File: config.mk
export PLATFORM = sky130hd
export DESIGN_NAME = uart_transmitter
export DESIGN_NICKNAME = d
export VERILOG_FILES = /design/src/rtl/uart_transmitter.sv
export SDC_FILE = /design/constraint.sdc
export NUM_CORES = 1
export LEC_CHECK = 0
export CAP_MARGIN = 20
export CORE_UTILIZATION = 40
export DETAILED_ROUTE_END_ITERATION = 8
export GPL_TIMING_DRIVEN = 1
export SLEW_MARGIN = 20
export SYNTH_ARGS = -nofsm -noshare
export SYNTH_HDL_FRONTEND = slang
export SYNTH_SLANG_ARGS = --single-unit
File: constraint.sdc
create_clock -name clk -period 1.4 [get_ports clk]
set_input_delay 0.42 -clock clk [delete_from_list [all_inputs] [get_ports clk]]
set_output_delay 0.42 -clock clk [all_outputs]
set_load 0.02 [all_outputs]
File: src/rtl/uart_transmitter.sv
// UART transmitter: start bit, DATA_WIDTH data bits LSB first, optional parity, one stop bit.
// Bit timing is OVERSAMPLE baud ticks per bit, shared with the oversampling receiver.
`timescale 1ns/1ps
module uart_transmitter #(
    parameter int DATA_WIDTH = 8,
    parameter int OVERSAMPLE = 16,
    parameter int PARITY_EN  = 0,
    parameter int PARITY_ODD = 0
) (
    input  logic                  clk,
    input  logic                  rst,
    input  logic                  tick,
    input  logic                  tx_start,
    input  logic [DATA_WIDTH-1:0] data_in,
    output logic                  tx,
    output logic                  tx_busy,
    output logic                  tx_done
);
    localparam int TCW = $clog2(OVERSAMPLE);
    localparam int BCW = $clog2(DATA_WIDTH + 1);
    localparam logic [TCW-1:0] TICK_LAST = TCW'(OVERSAMPLE - 1);
    localparam logic [TCW-1:0] TICK_ONE  = TCW'(1);
    localparam logic [BCW-1:0] BIT_LAST  = BCW'(DATA_WIDTH - 1);
    localparam logic [BCW-1:0] BIT_ONE   = BCW'(1);

    typedef enum logic [2:0] {IDLE, START, DATA, PARITY, STOP} state_t;

    state_t                state_q;
    logic [TCW-1:0]        tick_cnt_q;
    logic [BCW-1:0]        bit_cnt_q;
    logic [DATA_WIDTH-1:0] shift_q;
    logic                  par_q;
    logic                  tx_q;
    logic                  busy_q;
    logic                  done_q;

    logic                  bit_end;
    logic [DATA_WIDTH-1:0] shift_d;

    function automatic logic parity_of(input logic [DATA_WIDTH-1:0] word);
        return (^word) ^ (PARITY_ODD != 0);
    endfunction

    // A bit period closes on the tick that finds the counter at its last value.
    assign bit_end = tick && (tick_cnt_q == TICK_LAST);
    assign shift_d = shift_q >> 1;

    always_ff @(posedge clk) begin
        if (rst) begin
            state_q    <= IDLE;
            tick_cnt_q <= '0;
            bit_cnt_q  <= '0;
            shift_q    <= '0;
            par_q      <= 1'b0;
            tx_q       <= 1'b1;
            busy_q     <= 1'b0;
            done_q     <= 1'b0;
        end else begin
            done_q <= 1'b0;
            if (state_q != IDLE && tick) begin
                tick_cnt_q <= bit_end ? '0 : tick_cnt_q + TICK_ONE;
            end
            case (state_q)
                IDLE: begin
                    tx_q   <= 1'b1;
                    busy_q <= 1'b0;
                    if (tx_start) begin
                        shift_q    <= data_in;
                        par_q      <= parity_of(data_in);
                        tick_cnt_q <= '0;
                        bit_cnt_q  <= '0;
                        tx_q       <= 1'b0;
                        busy_q     <= 1'b1;
                        state_q    <= START;
                    end
                end
                START: begin
                    if (bit_end) begin
                        tx_q    <= shift_q[0];
                        state_q <= DATA;
                    end
                end
                DATA: begin
                    if (bit_end) begin
                        shift_q   <= shift_d;
                        bit_cnt_q <= bit_cnt_q + BIT_ONE;
                        if (bit_cnt_q == BIT_LAST) begin
                            if (PARITY_EN != 0) begin
                                tx_q    <= par_q;
                                state_q <= PARITY;
                            end else begin
                                tx_q    <= 1'b1;
                                state_q <= STOP;
                            end
                        end else begin
                            tx_q <= shift_d[0];
                        end
                    end
                end
                PARITY: begin
                    if (bit_end) begin
                        tx_q    <= 1'b1;
                        state_q <= STOP;
                    end
                end
                STOP: begin
                    if (bit_end) begin
                        tx_q    <= 1'b1;
                        busy_q  <= 1'b0;
                        done_q  <= 1'b1;
                        state_q <= IDLE;
                    end
                end
                default: begin
                    tx_q    <= 1'b1;
                    busy_q  <= 1'b0;
                    state_q <= IDLE;
                end
            endcase
        end
    end

    assign tx      = tx_q;
    assign tx_busy = busy_q;
    assign tx_done = done_q;

endmodule

==> After elaboration in Yosys (flattened, before gate mapping) <==
Index checks and enable logic that the tools add are counted.
{ "word_totals": {"ff_bits": 22, "input_bits": 12, "out_inout_bits": 3} }
{ "classes": {"add_sub_neg": 2, "n_eq_ne": 13, "muxes": 27, "bitwise_logic": 2, "reduce_logical": 12} }
{ "ops": {"columns": ["cell", "n"], "rows": [
  ["$mux W4", 6],
  ["$mux W3", 6],
  ["$mux W8", 2],
  ["$pmux W8 S2", 1],
  ["$pmux W3 S5", 1],
  ["$ne A2 B2 Y1 const B", 6],
  ["$add A4 B1 Y4 const B", 2],
  ["$mux W1", 8],
  ["$pmux W4 S2", 1],
  ["$eq A3 B2 Y1 const B", 2],
  ["$reduce_and A3 Y1", 2],
  ["$reduce_and A6 Y1", 1],
  ["$eq A4 B3 Y1 const B", 1],
  ["$eq A4 B4 Y1 const B", 1],
  ["$pmux W1 S4", 1],
  ["$reduce_or A2 Y1", 2],
  ["$eq A3 B1 Y1 const B", 1],
  ["$eq A3 B3 Y1 const B", 1],
  ["$logic_not A3 Y1", 1],
  ["$pmux W1 S3", 1],
  ["$reduce_bool A3 Y1", 1],
  ["$reduce_or A3 Y1", 1],
  ["$logic_and A1 B1 Y1", 2],
  ["$ne A2 B1 Y1 const B", 1],
  ["other kinds (3)", 4]
]} }

==> Logic depth before layout (Yosys ltp) <==
Gate-level depths: netlist of run 1.
{ "depth": {"ltp_word": 6, "depth_mapped": 7} }

==> Least setup slack after synthesis of run 1 <==
OpenSTA, ideal clock, no wires.
{ "synth_timing": {"path_type": "reg2reg", "start": "reg tick_cnt_q[0]", "end": "reg shift_q[6]", "setup_time_ps": 134, "t_arrival_ps": 1348, "slack_ps": -82, "stages_incl_launch_ff": 8, "path_buffers": 2, "period_less_slack_ps": 1482, "cell_sequence": "dfxtp_1 > ha_1 > and4_1 > buf_4 > a21o_4 > buf_8 > nor2_2 > a211oi_2"} }
{ "synth_via": {"elab_chain_cells": 4} }
{ "synth_lines": {"columns": ["item", "line", "text"], "rows": [
  ["start: declaration", "29", "logic [TCW-1:0] tick_cnt_q;"],
  ["start signal: assignment", "61", "tick_cnt_q <= bit_end ? '0 : tick_cnt_q + TICK_ONE;"],
  ["$eq A4 B4 Y1", "45", "assign bit_end = tick && (tick_cnt_q == TICK_LAST);"],
  ["$logic_and A1 B1 Y1", "45", null],
  ["$ne A2 B2 Y1 (no source line)", null, null],
  ["$reduce_and A3 Y1 (no source line)", null, null],
  ["end signal: assignment", "68", "shift_q <= data_in;"],
  ["end signal: assignment", "85", "shift_q <= shift_d;"],
  ["end: declaration", "31", "logic [DATA_WIDTH-1:0] shift_q;"]
]} }
No other way between the ends.
A chain may end at the register's enable or synchronous reset.

==> Final worst setup path of run 1 <==
{ "layout_timing": {"start": "reg tick_cnt_q[0]", "end": "reg state_q[2]"} }
{ "layout_via": {"elab_chain_cells": 4, "word_cells_on_any_way": 7, "classes_between": "eq/ne (5); reduce/logical (2)"} }
{ "layout_lines": {"columns": ["item", "line", "text"], "rows": [
  ["$eq A4 B4 Y1 *", "45", null],
  ["$logic_and A1 B1 Y1 *", "45", null],
  ["$ne A2 B2 Y1 (no source line)", null, null],
  ["$reduce_and A6 Y1 (no source line) *", null, null],
  ["end signal: assignment", "50", "state_q <= IDLE;"],
  ["end signal: assignment", "74", "state_q <= START;"],
  ["end signal: assignment", "80", "state_q <= DATA;"],
  ["end: declaration", "28", "state_t state_q;"]
]} }
Mark *: on every way between the ends. The rest lies on a longest branch, timed or not.

==> results of run 1 <==
how the worst max path moves through the flow:
stage	depth (start not counted)	slack, ps	endpoint	start
6_report	5	20	state_q[2]	tick_cnt_q[0]
5_1_grt	6	-40	state_q[1]	tick_cnt_q[0]
4_1_cts	1	1	tx_busy	tx_busy
3_5_place_dp	5	-470	shift_q[5]	tick
3_3_place_gp	6	-390	bit_cnt_q[0]	tick
2_1_floorplan	7	10	bit_cnt_q[0]	tick_cnt_q[1]
registers in the layout, summed over array words and instances (netlist names):
register	cells
tx_busy	1
tx_done	1
state_q	3
tx	1
bit_cnt_q	4
shift_q	8
tick_cnt_q	4
power groups by stage:
stage	logic (mW)	clock network, mW	registers, mW
finish	0.250	0.361	0.675
global placement	0.218	0	0.688
CTS	0.233	0.360	0.676
detailed placement	0.225	0	0.689
floorplan	0.119	0	0.690
global route	0.270	0.397	0.678
logic make-up after synthesis:
kind of cell             count (synthesis)  share of synthesized area
buffers and inverters                   10                    0.06592
AO/OA/AOI/OAI                           29                     0.2099
AND/OR/NAND/NOR                         47                     0.2308
flip-flops                              22                     0.3868
XOR/XNOR                                 3                    0.02308
multiplexers                             7                    0.06154
adder cells (fa/ha/maj)                  2                    0.02197
placed cells by master (no fill, tap or decap), types with 2 or more instances in the layout:
| cell type | synthesis | layout |
|---|---|---|
| dlygate4sd2_1 | 0 | 2 |
| nand3_1 | 5 | 4 |
| buf_4 | 3 | 29 |
| a21oi_1 | 11 | 10 |
| a211oi_2 | 7 | 7 |
| nand2_1 | 9 | 7 |
| xor2_1 | 3 | 3 |
| or3_1 | 3 | 2 |
| nand2_2 | 0 | 2 |
| nor2_1 | 15 | 14 |
| o21ai_0 | 3 | 2 |
| mux2i_1 | 7 | 6 |
| clkdlybuf4s50_1 | 0 | 9 |
| clkbuf_2 | 0 | 2 |
| a22oi_1 | 2 | 2 |
| dfxtp_2 | 0 | 5 |
| nor3_1 | 2 | 2 |
| and3_1 | 2 | 2 |
| dfxtp_4 | 0 | 2 |
| clkbuf_4 | 0 | 3 |
| a21o_4 | 1 | 2 |
| dfxtp_1 | 22 | 15 |
| buf_6 | 2 | 4 |
metrics by stage:
step	area, sq um	std cells	hold WS, ps
floorplan	1162	120	444.3
global placement	1483	184	462.3
detailed placement	1483	184	468.5
CTS	1556	191	489.8
global route	1634	193	527.9
finish	1634	193	493.1
metal layers:
metal,vias up,part of all wire,global-route usage
li1,520,-,-
met1,515,0.44,0.2180
met2,24,0.49,0.3115
met3,10,0.043,0.06323
met4,0,0.027,0.08214
met5,-,0,0
Yosys cell counts (2+ instances only):
cell	count
o21ai_0	3
clkbuf_1	3
nor3_1	2
mux2i_1	7
dfxtp_1	22
a21oi_1	11
ha_1	2
a211oi_2	7
and3_1	2
xor2_1	3
or3_1	3
nor2_1	15
buf_6	2
nand3_1	5
buf_4	3
a22oi_1	2
nand2_1	9
worst max-delay path: stages (launching register included):
cell and delay, ps:
dfxtp_2 380, ha_4 140, and4_4 260, o21ai_2 70, or3b_1 340, a21oi_1 120
layout make-up:
type | count | area (sq um)
flip-flops and latches | 22 | 454.2
inverters | 1 | 3.754
clock buffers | 4 | 36.28
multi-input cells | 89 | 716.9
repair buffers | 47 | 385.4
well taps | 30 | 37.54
fillers | 219 | 955.9
timing repair:
action                                  CTS  global route
endpoints found under the setup margin   21            20
gates cloned                              1             0
setup buffers                             2             3
pin swaps                                 4             7
resized for setup                        14            26
==> results.py, run 1 <==
metrics = {
    "sta": {
        "layout_setup_ws_ps": 24.92,
        "hold_viol": 0,
        "slew_violations": 0,
        "setup_tns_ps": 0,
        "clock_skew_ps": 6.825,
        "rsz0062_at_grt": "yes",
        "layout_min_cycle_time_ps": 1375,
        "tightest_slew_ps": 368.9,
        "fmax_mhz": 727.2,
        "setup_viol": 0,
        "timing.final.crit_share": 0.9822,
        "relSlewSlack": 0.7530,
    },
    "min_path": {
        "hp-class": "flop to flop",
        "holdPathEnd": "tx_busy",
        "min_path_cells": 2,
        "min_from": "tx_busy",
    },
    "global_routing": {
        "gr-total-overflow": 0,
        "grt_pass1_wl_mm": 4.471,
        "antenna_found_initial": 0,
        "grt_usage": 0.1875,
        "grt_max_degree": 14,
        "grt_pass1_vias": 1025,
    },
    "worst_setup_path": {
        "r2r_start": "tick_cnt_q[0]",
        "critical_path.max_fanout": 5,
        "path_class": "flop to flop",
        "reg2regPathDepth": 5,
        "reg2reg_setup_slack_ps": 20,
        "end_kind": "flop",
        "reg2reg_to": "state_q[2]",
        "crit_arrival_ps": 1620,
        "start_kind": "flop",
        "crit_required_ps": 1650,
    },
    "synth": {
        "netlist-cell-type-count": 36,
        "synth_area_leader_cell": "dfxtp_1",
        "seq_area_frac_synth": 0.3868,
        "netlist_instances": 120,
        "yosys_warnings": 0,
        "synth_area_sq_um": 1139,
        "synth_top_area_share": 0.3868,
        "syn_avg_cell_area_sq_um": 9.488,
        "synth-edff-count": 0,
        "synth_flop_cell": "dfxtp_1",
        "ys_ff_latch": 22,
        "syn_nets": 134,
        "async_flop_share": 0,
        "synth_area_leaders": "dfxtp_1 39%, a211oi_2 7.7%, mux2i_1 6.2%, nor2_1 4.9%, a21oi_1 4.8%",
    },
    "drt": {
        "wirelength_mm": 2.845,
        "ant_nets": 0,
        "drc": 0,
        "avgRoutedWirePerCell_um": 14.74,
        "drt-pass1-iter-count": 4,
        "routed-via-count": 1069,
        "drtIter0Drc": 24,
        "viasPerCell": 5.539,
    },
    "power_and_ir_drop": {
        "power_switching_mw": 0.3384,
        "seqPwrFrac": 0.525,
        "internal-power_mw": 0.9477,
        "sw_frac_of_total": 0.2631,
        "p_leak_nw": 0.6314,
        "powerDensity_nw_per_um2": 787.1,
        "combPwrFrac": 0.195,
        "totalPowerFinal_mw": 1.286,
        "vdd_drop_max_mv": 0.6189,
        "clkPwrFrac": 0.280,
    },
    "floorplan": {
        "die_area_sq_um": 3064,
        "die_x_um": 55.35,
        "start_util": 0.4396,
        "die_h_um": 55.35,
        "coreArea_sq_um": 2590,
        "rows": 18,
        "ioPinCount": 15,
    },
    "clock_tree": {
        "cts_hold_buffers": 0,
        "cts_buffers": 3,
        "clockRootBuffer": "clkbuf_4",
        "clk_pin_slew_ps": 130,
        "clock_latency_ps": 320,
        "cts_max_path_buffers": 2,
        "cts_tree": "built",
        "cts_sinks": 22,
        "htree_levels": 1,
    },
    "place": {
        "dp_slack_ps": -474.4,
        "numPortBuffers": 14,
        "gp_congestion": 0.7885,
        "dpl.hpwl_mm": 1.931,
    },
    "cells_and_area": {
        "nets": 178,
        "drive_gt1_frac": 0.4601,
        "fin_util": 0.6309,
        "area_growth_pct": 43.52,
        "diodes": 0,
    },
    "outcome": {
        "status": "finished, final reports clean",
    },
    "run": {
        "max-cap-violations": 0,
    },
}
(Power assumes the default switching activity.)
==> inputs of run 2 (changes only) <==
CORE_UTILIZATION = 48   (was 40)
PLACE_DENSITY = 0.74   (was not set)
==> run 2 against run 1 <==
- clock skew down 2.2 ps
- wire length decreased by 13%
- global-route usage is 4.0 points higher
- design area is 4.5% lower
- first-iteration DRC count decreased by 25%
- fmax is 0.74% lower
- clock power down 5%
- worst setup slack lost 10 ps
- non-clock buffer count shrank 6
- combinational power decreased by 12%
- critical path type unchanged
- highest routed layer unchanged
==> results.py, run 2 (synthesis gave the netlist of run 1 again) <==
metrics = {
    "outcome": {
        "status": "finished, final reports clean",
    },
    "clock_tree": {
        "clockRootBuffer": "clkbuf_4",
        "htree_levels": 1,
        "cts_buffers": 3,
        "cts_tree": "built",
        "clock_latency_ps": 310,
        "cts_sinks": 22,
        "cts_max_path_buffers": 2,
        "clk_pin_slew_ps": 120,
    },
    "drt": {
        "routed-via-count": 1004,
        "viasPerCell": 5.427,
        "drc": 0,
        "drt-pass1-iter-count": 4,
        "wirelength_mm": 2.482,
        "ant_nets": 0,
        "drtIter0Drc": 18,
        "avgRoutedWirePerCell_um": 13.42,
    },
    "run": {
        "max-cap-violations": 0,
    },
    "place": {
        "gp_congestion": 0.8052,
        "dpl.hpwl_mm": 1.803,
        "placed_area_sq_um": 1435,
        "dp_slack_ps": -486.5,
        "numPortBuffers": 14,
    },
    "cells_and_area": {
        "area_growth_pct": 37.03,
        "largest_reg_flops": 8,
        "diodes": 0,
        "design_area_sq_um": 1560,
        "layout_commonest_cell": "buf_4",
        "regMostFlops": "shift_q",
        "drive_gt1_frac": 0.4204,
        "top_regs": "shift_q: 8 flops, bit_cnt_q: 4 flops, tick_cnt_q: 4 flops",
        "nets": 172,
        "final_cell_mix": "26 x buf_4, 16 x dfxtp_1, 12 x nor2_1",
    },
    "floorplan": {
        "coreArea_sq_um": 2233,
        "die_area_sq_um": 2571,
        "die_x_um": 50.71,
        "start_util": 0.5098,
        "rows": 17,
        "ioPinCount": 15,
        "die_h_um": 50.71,
    },
    "worst_setup_path": {
        "path_class": "flop to flop",
        "crit_required_ps": 1650,
        "start_kind": "flop",
        "end_kind": "flop",
        "reg2reg_setup_slack_ps": 10,
        "critical_path.max_fanout": 6,
        "r2r_start": "tick_cnt_q[1]",
        "reg2reg_to": "state_q[2]",
        "reg2regPathDepth": 5,
        "crit_arrival_ps": 1630,
    },
    "min_path": {
        "holdPathEnd": "bit_cnt_q[1]",
        "hp-class": "flop to flop",
        "min_path_cells": 2,
        "min_from": "bit_cnt_q[1]",
    },
    "sta": {
        "layout_setup_ws_ps": 14.67,
        "hold_viol": 0,
        "relSlewSlack": 0.8309,
        "setup_viol": 0,
        "clock_skew_ps": 4.593,
        "setup_tns_ps": 0,
        "tightest_slew_ps": 253.4,
        "fmax_mhz": 721.8,
        "slew_violations": 0,
        "timing.final.crit_share": 0.9895,
        "layout_min_cycle_time_ps": 1385,
        "timing.hold.ws_ps": 481.6,
        "rsz0062_at_grt": "yes",
    },
    "power_and_ir_drop": {
        "powerDensity_nw_per_um2": 793.3,
        "p_leak_nw": 0.6038,
        "vdd_drop_max_mv": 0.8338,
    },
    "global_routing": {
        "grt_usage": 0.2274,
        "gr-total-overflow": 0,
        "grt_pass1_vias": 1030,
        "antenna_found_initial": 0,
        "grt_max_degree": 13,
        "grt_pass1_wl_mm": 4.353,
    },
}
-- run 2: cell types whose count changed in the layout (fill, tap and decap cells not counted), sizes merged --
cell / previous run / this run
clkbuf: 6 / 5
clkdlybuf4s15: 0 / 2
buf: 34 / 27
-- run 2: where the power goes --
| group | total [mW] | internal, mW | leakage, nW | switching [mW] |
|---|---|---|---|---|
| clock | 0.344 | 0.159 | 0.0210 | 0.185 |
| combinational | 0.219 | 0.117 | 0.400 | 0.102 |
| sequential | 0.675 | 0.650 | 0.183 | 0.0241 |
-- run 2: how the worst max path moves through the flow --
stage	start	endpoint	slack [ps]
floorplan	tick_cnt_q[1]	bit_cnt_q[0]	10
global placement	tick	state_q[2]	-430
detailed placement	tx_start	shift_q[3]	-490
CTS	tick_cnt_q[1]	state_q[2]	8
global route	bit_cnt_q[1]	state_q[2]	-70
finish	tick_cnt_q[1]	state_q[2]	10
-- run 2: stage by stage --
step                utilization  total power [mW]  cells
floorplan                     -            0.8094    120
global placement         0.6426            0.8844    176
detailed placement       0.6426            0.8942    176
CTS                      0.6751             1.245    183
global route             0.6986             1.309    185
finish                   0.6986             1.238    185
-- run 2: critical path, stage by stage (launching register included) --
cell and delay, ps:
dfxtp_2 370, ha_4 130, and4_4 270, o21ai_2 70, or3b_1 370, a21oi_2 120
-- run 2: repair_timing --
item                       in CTS  in global routing
resized for setup              15                 15
setup endpoints to repair      22                 22
pin swaps                       3                  7
setup buffers                   2                  2
hold buffers                    0                  0
cloned                          1                  0
-- run 2: final cells by class --
type,instances,area (sq um)
multi-input cells,89,691.9
fillers,177,673.1
flip-flops and latches,22,452.9
repair buffers,41,340.3
clock buffers,4,36.28
well taps,28,35.03
inverters,1,3.754
-- run 2: metal layers --
metal | wire [um] | track usage | up-vias
li1 | - | - | 505
met1 | 1103 | 0.2587 | 470
met2 | 1243 | 0.3911 | 21
met3 | 73 | 0.05455 | 8
met4 | 61 | 0.1157 | 0
met5 | 0 | 0 | -
==> inputs of run 3 (changes only) <==
HOLD_SLACK_MARGIN = 0.12   (was not set)
==> results of run 3 <==
Final layout, timing and power as in run 2 (identical DEF).
